**config.mk**
```make
export PLATFORM = sky130hd
export DESIGN_NAME = reg_shift_bank
export DESIGN_NICKNAME = d
export VERILOG_FILES = /design/src/rtl/cnn_pkg.sv /design/src/rtl/reg_entry.sv /design/src/rtl/reg_shift_bank.sv
export SDC_FILE = /design/constraint.sdc
export NUM_CORES = 1
export LEC_CHECK = 0
export ABC_AREA = 0
export ABC_CLOCK_PERIOD_IN_PS = 8350
export CAP_MARGIN = 25
export CORE_AREA = 2 2 72 74
export DETAILED_ROUTE_END_ITERATION = 10
export DIE_AREA = 0 0 74 76
export GPL_TIMING_DRIVEN = 0
export PLACE_DENSITY_LB_ADDON = 0.2
export SYNTH_ARGS = -nofsm -noshare
export SYNTH_HDL_FRONTEND = slang
export SYNTH_SLANG_ARGS = --single-unit
```
**constraint.sdc**
```tcl
create_clock -name clk -period 8.35 [get_ports clk]
set_clock_uncertainty 0.2 [all_clocks]
set_input_delay 1.67 -clock clk [delete_from_list [all_inputs] [get_ports clk]]
set_output_delay 1.67 -clock clk [all_outputs]
set_load 0.01 [all_outputs]
```
**src/rtl/cnn_pkg.sv**
```systemverilog
// cnn_pkg: shared CNN buffer geometry and the command priority encoding
package cnn_pkg;
  localparam int WIN_SIZE = 8;
  localparam int WIN_DEPTH = 5;
  localparam int WGT_SIZE = 8;
  localparam int WGT_DEPTH = 9;
  typedef enum logic [1:0] {CMD_HOLD, CMD_LOAD, CMD_SHIFT, CMD_CLR} cmd_e;
  function automatic cmd_e decode_cmd(input logic clr, input logic sh, input logic ld);
    return clr ? CMD_CLR : sh ? CMD_SHIFT : ld ? CMD_LOAD : CMD_HOLD;
  endfunction
endpackage

```
**src/rtl/reg_entry.sv**
```systemverilog
// reg_entry: one data register plus valid bit with clear, shift-select and load-enable
module reg_entry #(
  parameter int SIZE = 8
) (
  input  logic            clk,
  input  logic            rst,
  input  logic            clr_i,
  input  logic            sh_i,
  input  logic            ld_i,
  input  logic [SIZE-1:0] sh_data_i,
  input  logic            sh_valid_i,
  input  logic [SIZE-1:0] ld_data_i,
  output logic [SIZE-1:0] data_o,
  output logic            valid_o
);
  logic [SIZE-1:0] data_q, data_d;
  logic            valid_q, valid_d;
  always_comb begin
    data_d = clr_i ? '0 : sh_i ? sh_data_i : ld_i ? ld_data_i : data_q;
    valid_d = clr_i ? 1'b0 : sh_i ? sh_valid_i : ld_i ? 1'b1 : valid_q;
  end
  always_ff @(posedge clk) begin
    if (!rst) begin
      data_q <= '0;
      valid_q <= 1'b0;
    end else begin
      data_q <= data_d;
      valid_q <= valid_d;
    end
  end
  assign data_o = data_q;
  assign valid_o = valid_q;
endmodule

```
**src/rtl/reg_shift_bank.sv**
```systemverilog
// reg_shift_bank: DEPTH x SIZE register bank with clear, serial shift-in and indexed load
module reg_shift_bank
  import cnn_pkg::*;
#(
  parameter int SIZE = WIN_SIZE,
  parameter int DEPTH = WIN_DEPTH,
  localparam int IDX_W = $clog2(DEPTH),
  localparam int CNT_W = $clog2(DEPTH + 1)
) (
  input  logic                  clk,
  input  logic                  rst,
  input  logic                  clr,
  input  logic                  shEn,
  input  logic                  ld,
  input  logic [IDX_W-1:0]      ldIdx,
  input  logic [SIZE-1:0]       dataIn,
  output logic [DEPTH*SIZE-1:0] dataOut,
  output logic [SIZE-1:0]       tailOut,
  output logic [DEPTH-1:0]      validVec,
  output logic [CNT_W-1:0]      count,
  output logic                  full,
  output logic                  dropPulse
);
  cmd_e                  cmd;
  logic [DEPTH-1:0]      ld_hit, sh_valid, valid_d;
  logic [DEPTH*SIZE-1:0] sh_data;
  logic [CNT_W-1:0]      count_q, count_d;
  logic                  full_q, drop_q;
  // count/full are derived from the next valid vector so they land with it
  always_comb begin
    cmd = decode_cmd(clr, shEn, ld);
    for (int k = 0; k < DEPTH; k++) ld_hit[k] = (cmd == CMD_LOAD) && (ldIdx == IDX_W'(k));
    sh_data = {dataOut[(DEPTH-1)*SIZE-1:0], dataIn};
    sh_valid = {validVec[DEPTH-2:0], 1'b1};
    valid_d = cmd == CMD_CLR ? '0 : cmd == CMD_SHIFT ? sh_valid : validVec | ld_hit;
    count_d = '0;
    for (int k = 0; k < DEPTH; k++) count_d = count_d + CNT_W'(valid_d[k]);
  end
  for (genvar g = 0; g < DEPTH; g++) begin : g_ent
    reg_entry #(.SIZE(SIZE)) u_ent (
      .clk        (clk),
      .rst        (rst),
      .clr_i      (cmd == CMD_CLR),
      .sh_i       (cmd == CMD_SHIFT),
      .ld_i       (ld_hit[g]),
      .sh_data_i  (sh_data[g*SIZE +: SIZE]),
      .sh_valid_i (sh_valid[g]),
      .ld_data_i  (dataIn),
      .data_o     (dataOut[g*SIZE +: SIZE]),
      .valid_o    (validVec[g])
    );
  end
  always_ff @(posedge clk) begin
    if (!rst) begin
      count_q <= '0;
      full_q <= 1'b0;
      drop_q <= 1'b0;
    end else begin
      count_q <= count_d;
      full_q <= count_d == CNT_W'(DEPTH);
      drop_q <= (cmd == CMD_SHIFT) && validVec[DEPTH-1];
    end
  end
  assign tailOut = dataOut[(DEPTH-1)*SIZE +: SIZE];
  assign count = count_q;
  assign full = full_q;
  assign dropPulse = drop_q;
endmodule

```
==> results.cfg <==
[sta]
fin_crit_ns = 4.839
setup_violations = 0
whs_ns = 0.2716
post-route-period-util_pct = 57.95
fmax_mhz = 206.7
slew_headroom_pct = 46.16
layout_setup_ws_ns = 3.511
tns_ns = 0
final_max_slew_viol_count = 0
hold_viol = 0
worst_slew_pin_slew_ns = 0.8054
rsz0062_at_grt = no

[floorplanning]
die_h_um = 76
chipWidth_um = 74
die-area_um2 = 5624
core.rowCount = 26
core_um2 = 4912
initial_utilization_pct = 48.14
ios = 74

[min_path]
holdCritStartpoint = g_ent[4].u_ent.valid_o
hp-class = reg -> reg
min_to = dropPulse
hold-path-cell-count = 2

[cts]
cts_tree = yes
numCtsBuffers = 5
insertion_delay_ns = 0.30
hold_buffers = 0
postCtsSetupRepairBufs = 0
cts_buffer_depth = 2
root_buffer = clkbuf_8
cts.clk_slew.worst_paths_ns = 0.09
h-tree-depth = 2
cts.sink_count = 50
cts_resized = 0

[synth]
ys_warn_count = 0
synth_seq_cells = 50
yosysUniqueCellTypes = 32
yosysTopAreaCellShare_pct = 42.33
yosysSeqAreaShare_pct = 42.33
synth_fp_nets = 284
synth_area_leaders = dfxtp_1 42%, a22oi_1 9.5%, nor3_1 6.3%, a211oi_1 4.8%, nand3_1 4.7%
yosysTopAreaCell = dfxtp_1
syn_inst = 265
netlist_area_um2 = 2365
syn_avg_cell_area_um2 = 8.924

[placed_design]
place_hpwl_mm = 4.810
place_area_um2 = 3173
gp_congestion = 0.8244
portBuffers = 72
dp_slack_ns = 3.183

[detailed_routing]
remaining_drc_errors = 0
vias_per_cell = 5.525
wl_mm = 6.401
wl_per_cell_um = 15.42
num_vias = 2293
ant_nets = 0
drt-initial-drc-count = 164
drt-pass1-iter-count = 4

[cells_and_area]
final_cell_area_um2 = 3283
final.fill_count = 427
diodes = 0
layout_commonest_cell = clkdlybuf4s50_1
layout_common_cells = 72 x clkdlybuf4s50_1, 50 x dfxtp_1, 30 x nor3_1, 30 x a22oi_1, 22 x nand3_1
num-nets-final = 363
drive_gt1_share_pct = 12.17
syn_to_final_growth_pct = 38.84
multi_input_area_um2 = 1132
seq_area_um2 = 1001

[grt]
grt_pass1_vias = 2121
grt_use_total_pct = 23.49
grt_max_degree = 15
grt_overflow = 0
grt_pass1_wl_mm = 10.45
antenna_found_initial = 0

[critical_path]
path_delay_family = simple AND/OR/NAND/NOR gates
cp_num_buf_inv = 2
startpoint_type = input port
reg2regPathDepth = 8
reg2reg_from = g_ent[1].u_ent.valid_o
cp_max_fo = 9
crit_path_frequent_cell = fa_1
worstSetupEndpointType = flop
ff2ff_setup_slack_ns = 5.77
worst_ep_arrival_time_ns = 4.84
cp_cell_sequence = clkdlybuf4s50_1 > nor4b_2 > nor3_1 > or2_1 > fa_1 > inv_1 > fa_1 > ha_1 > and2_1 > and3b_1
cp_data_required_time_ns = 8.35
slowest_delay_ns = 0.77
setup.worst_path.class = in -> reg
regToRegEndpoint = full
crit_slowest_cell = nor4b_2

[run]
maxCapViolations = 0

[pwr]
power_uw = 511.6
power_leakage_nw = 1.168
powerDensity_nw_per_um2 = 155.8
ir_worst_vdd_uv = 110.2

[status]
outcome = completed
[how the worst max path moves through the flow]
stage | endpoint | startpoint | depth (start not counted)
floorplan | full | ldIdx[1] | 10
global placement | full | ldIdx[1] | 10
detailed placement | full | ldIdx[1] | 10
CTS | full | ldIdx[1] | 10
global route | full | ldIdx[1] | 10
finish | full | ldIdx[1] | 10
[logic make-up after synthesis]
family                     Yosys count  synth area share (%)
DFF                                 50                 42.33
adders and majority gates            3                 2.222
buffers and inverters               44                 9.788
and+or+nand+nor                     88                 20.53
AOI/OAI and AO/OA                   80                 25.13
[stage by stage]
| stage | util, % | instances |
|---|---|---|
| 4_1_cts | 66.84 | 415 |
| 6_report | 66.84 | 415 |
| 3_3_place_gp | 64.60 | 407 |
| 5_1_grt | 66.84 | 415 |
| 2_1_floorplan | - | 265 |
| 3_5_place_dp | 64.60 | 407 |
[cell usage after synthesis]
| cell | instances |
|---|---|
| buf_2 | 11 |
| a22oi_1 | 30 |
| nand2b_1 | 4 |
| a311oi_1 | 2 |
| ha_1 | 1 |
| a31oi_1 | 7 |
| clkinv_1 | 1 |
| and2_1 | 3 |
| clkbuf_1 | 12 |
| o31ai_1 | 2 |
| or3_1 | 2 |
| a211oi_1 | 15 |
| a21oi_1 | 8 |
| buf_4 | 14 |
| fa_1 | 2 |
| nand4bb_1 | 1 |
| nor3_1 | 30 |
| o21ai_0 | 8 |
| nand3_1 | 22 |
| a211oi_2 | 8 |
| nor4bb_1 | 3 |
| nor4b_2 | 1 |
| nand2_1 | 5 |
| or4b_1 | 1 |
| inv_1 | 2 |
| or2_1 | 4 |
| and3b_1 | 1 |
| nor2b_1 | 1 |
| buf_1 | 4 |
| dfxtp_1 | 50 |
| nor2_1 | 9 |
| and4b_1 | 1 |
[worst min-delay path: cells and delay by family (launching register included)]
family	cells	cell delay [ns]
AND/OR/NAND/NOR	2	0.10
flip-flops	1	0.34
[area by class of cell]
cell class | instances | area share, %
plain buffers | 41 | 6.707
clock buffers | 8 | 3.354
well taps | 70 | 2.668
multi-input cells | 171 | 34.49
flip-flops and latches | 50 | 30.49
repair buffers | 72 | 21.95
inverters | 3 | 0.3430
[where the power goes]
group	internal, mW	switching (mW)	total, mW
registers	0.248	0.00754	0.255
logic	0.0443	0.0483	0.0926
clock network	0.0838	0.0797	0.164
total	0.376	0.136	0.512
[layer usage]
| layer | up-vias | track usage, % | share of wire, % |
|---|---|---|---|
| li1 | 1135 | - | - |
| met1 | 1083 | 32.32 | 45 |
| met2 | 71 | 38.48 | 49 |
| met3 | 4 | 3.175 | 5.1 |
| met4 | 0 | 6.000 | 0.80 |
| met5 | - | 0 | 0 |
[registers in the layout, indices dropped and copies added, names as in the netlist]
name                 flops
count                    3
dropPulse                1
full                     1
g_ent.u_ent.data_o      40
g_ent.u_ent.valid_o      5
No activity file was read; power rests on OpenSTA's default activity.
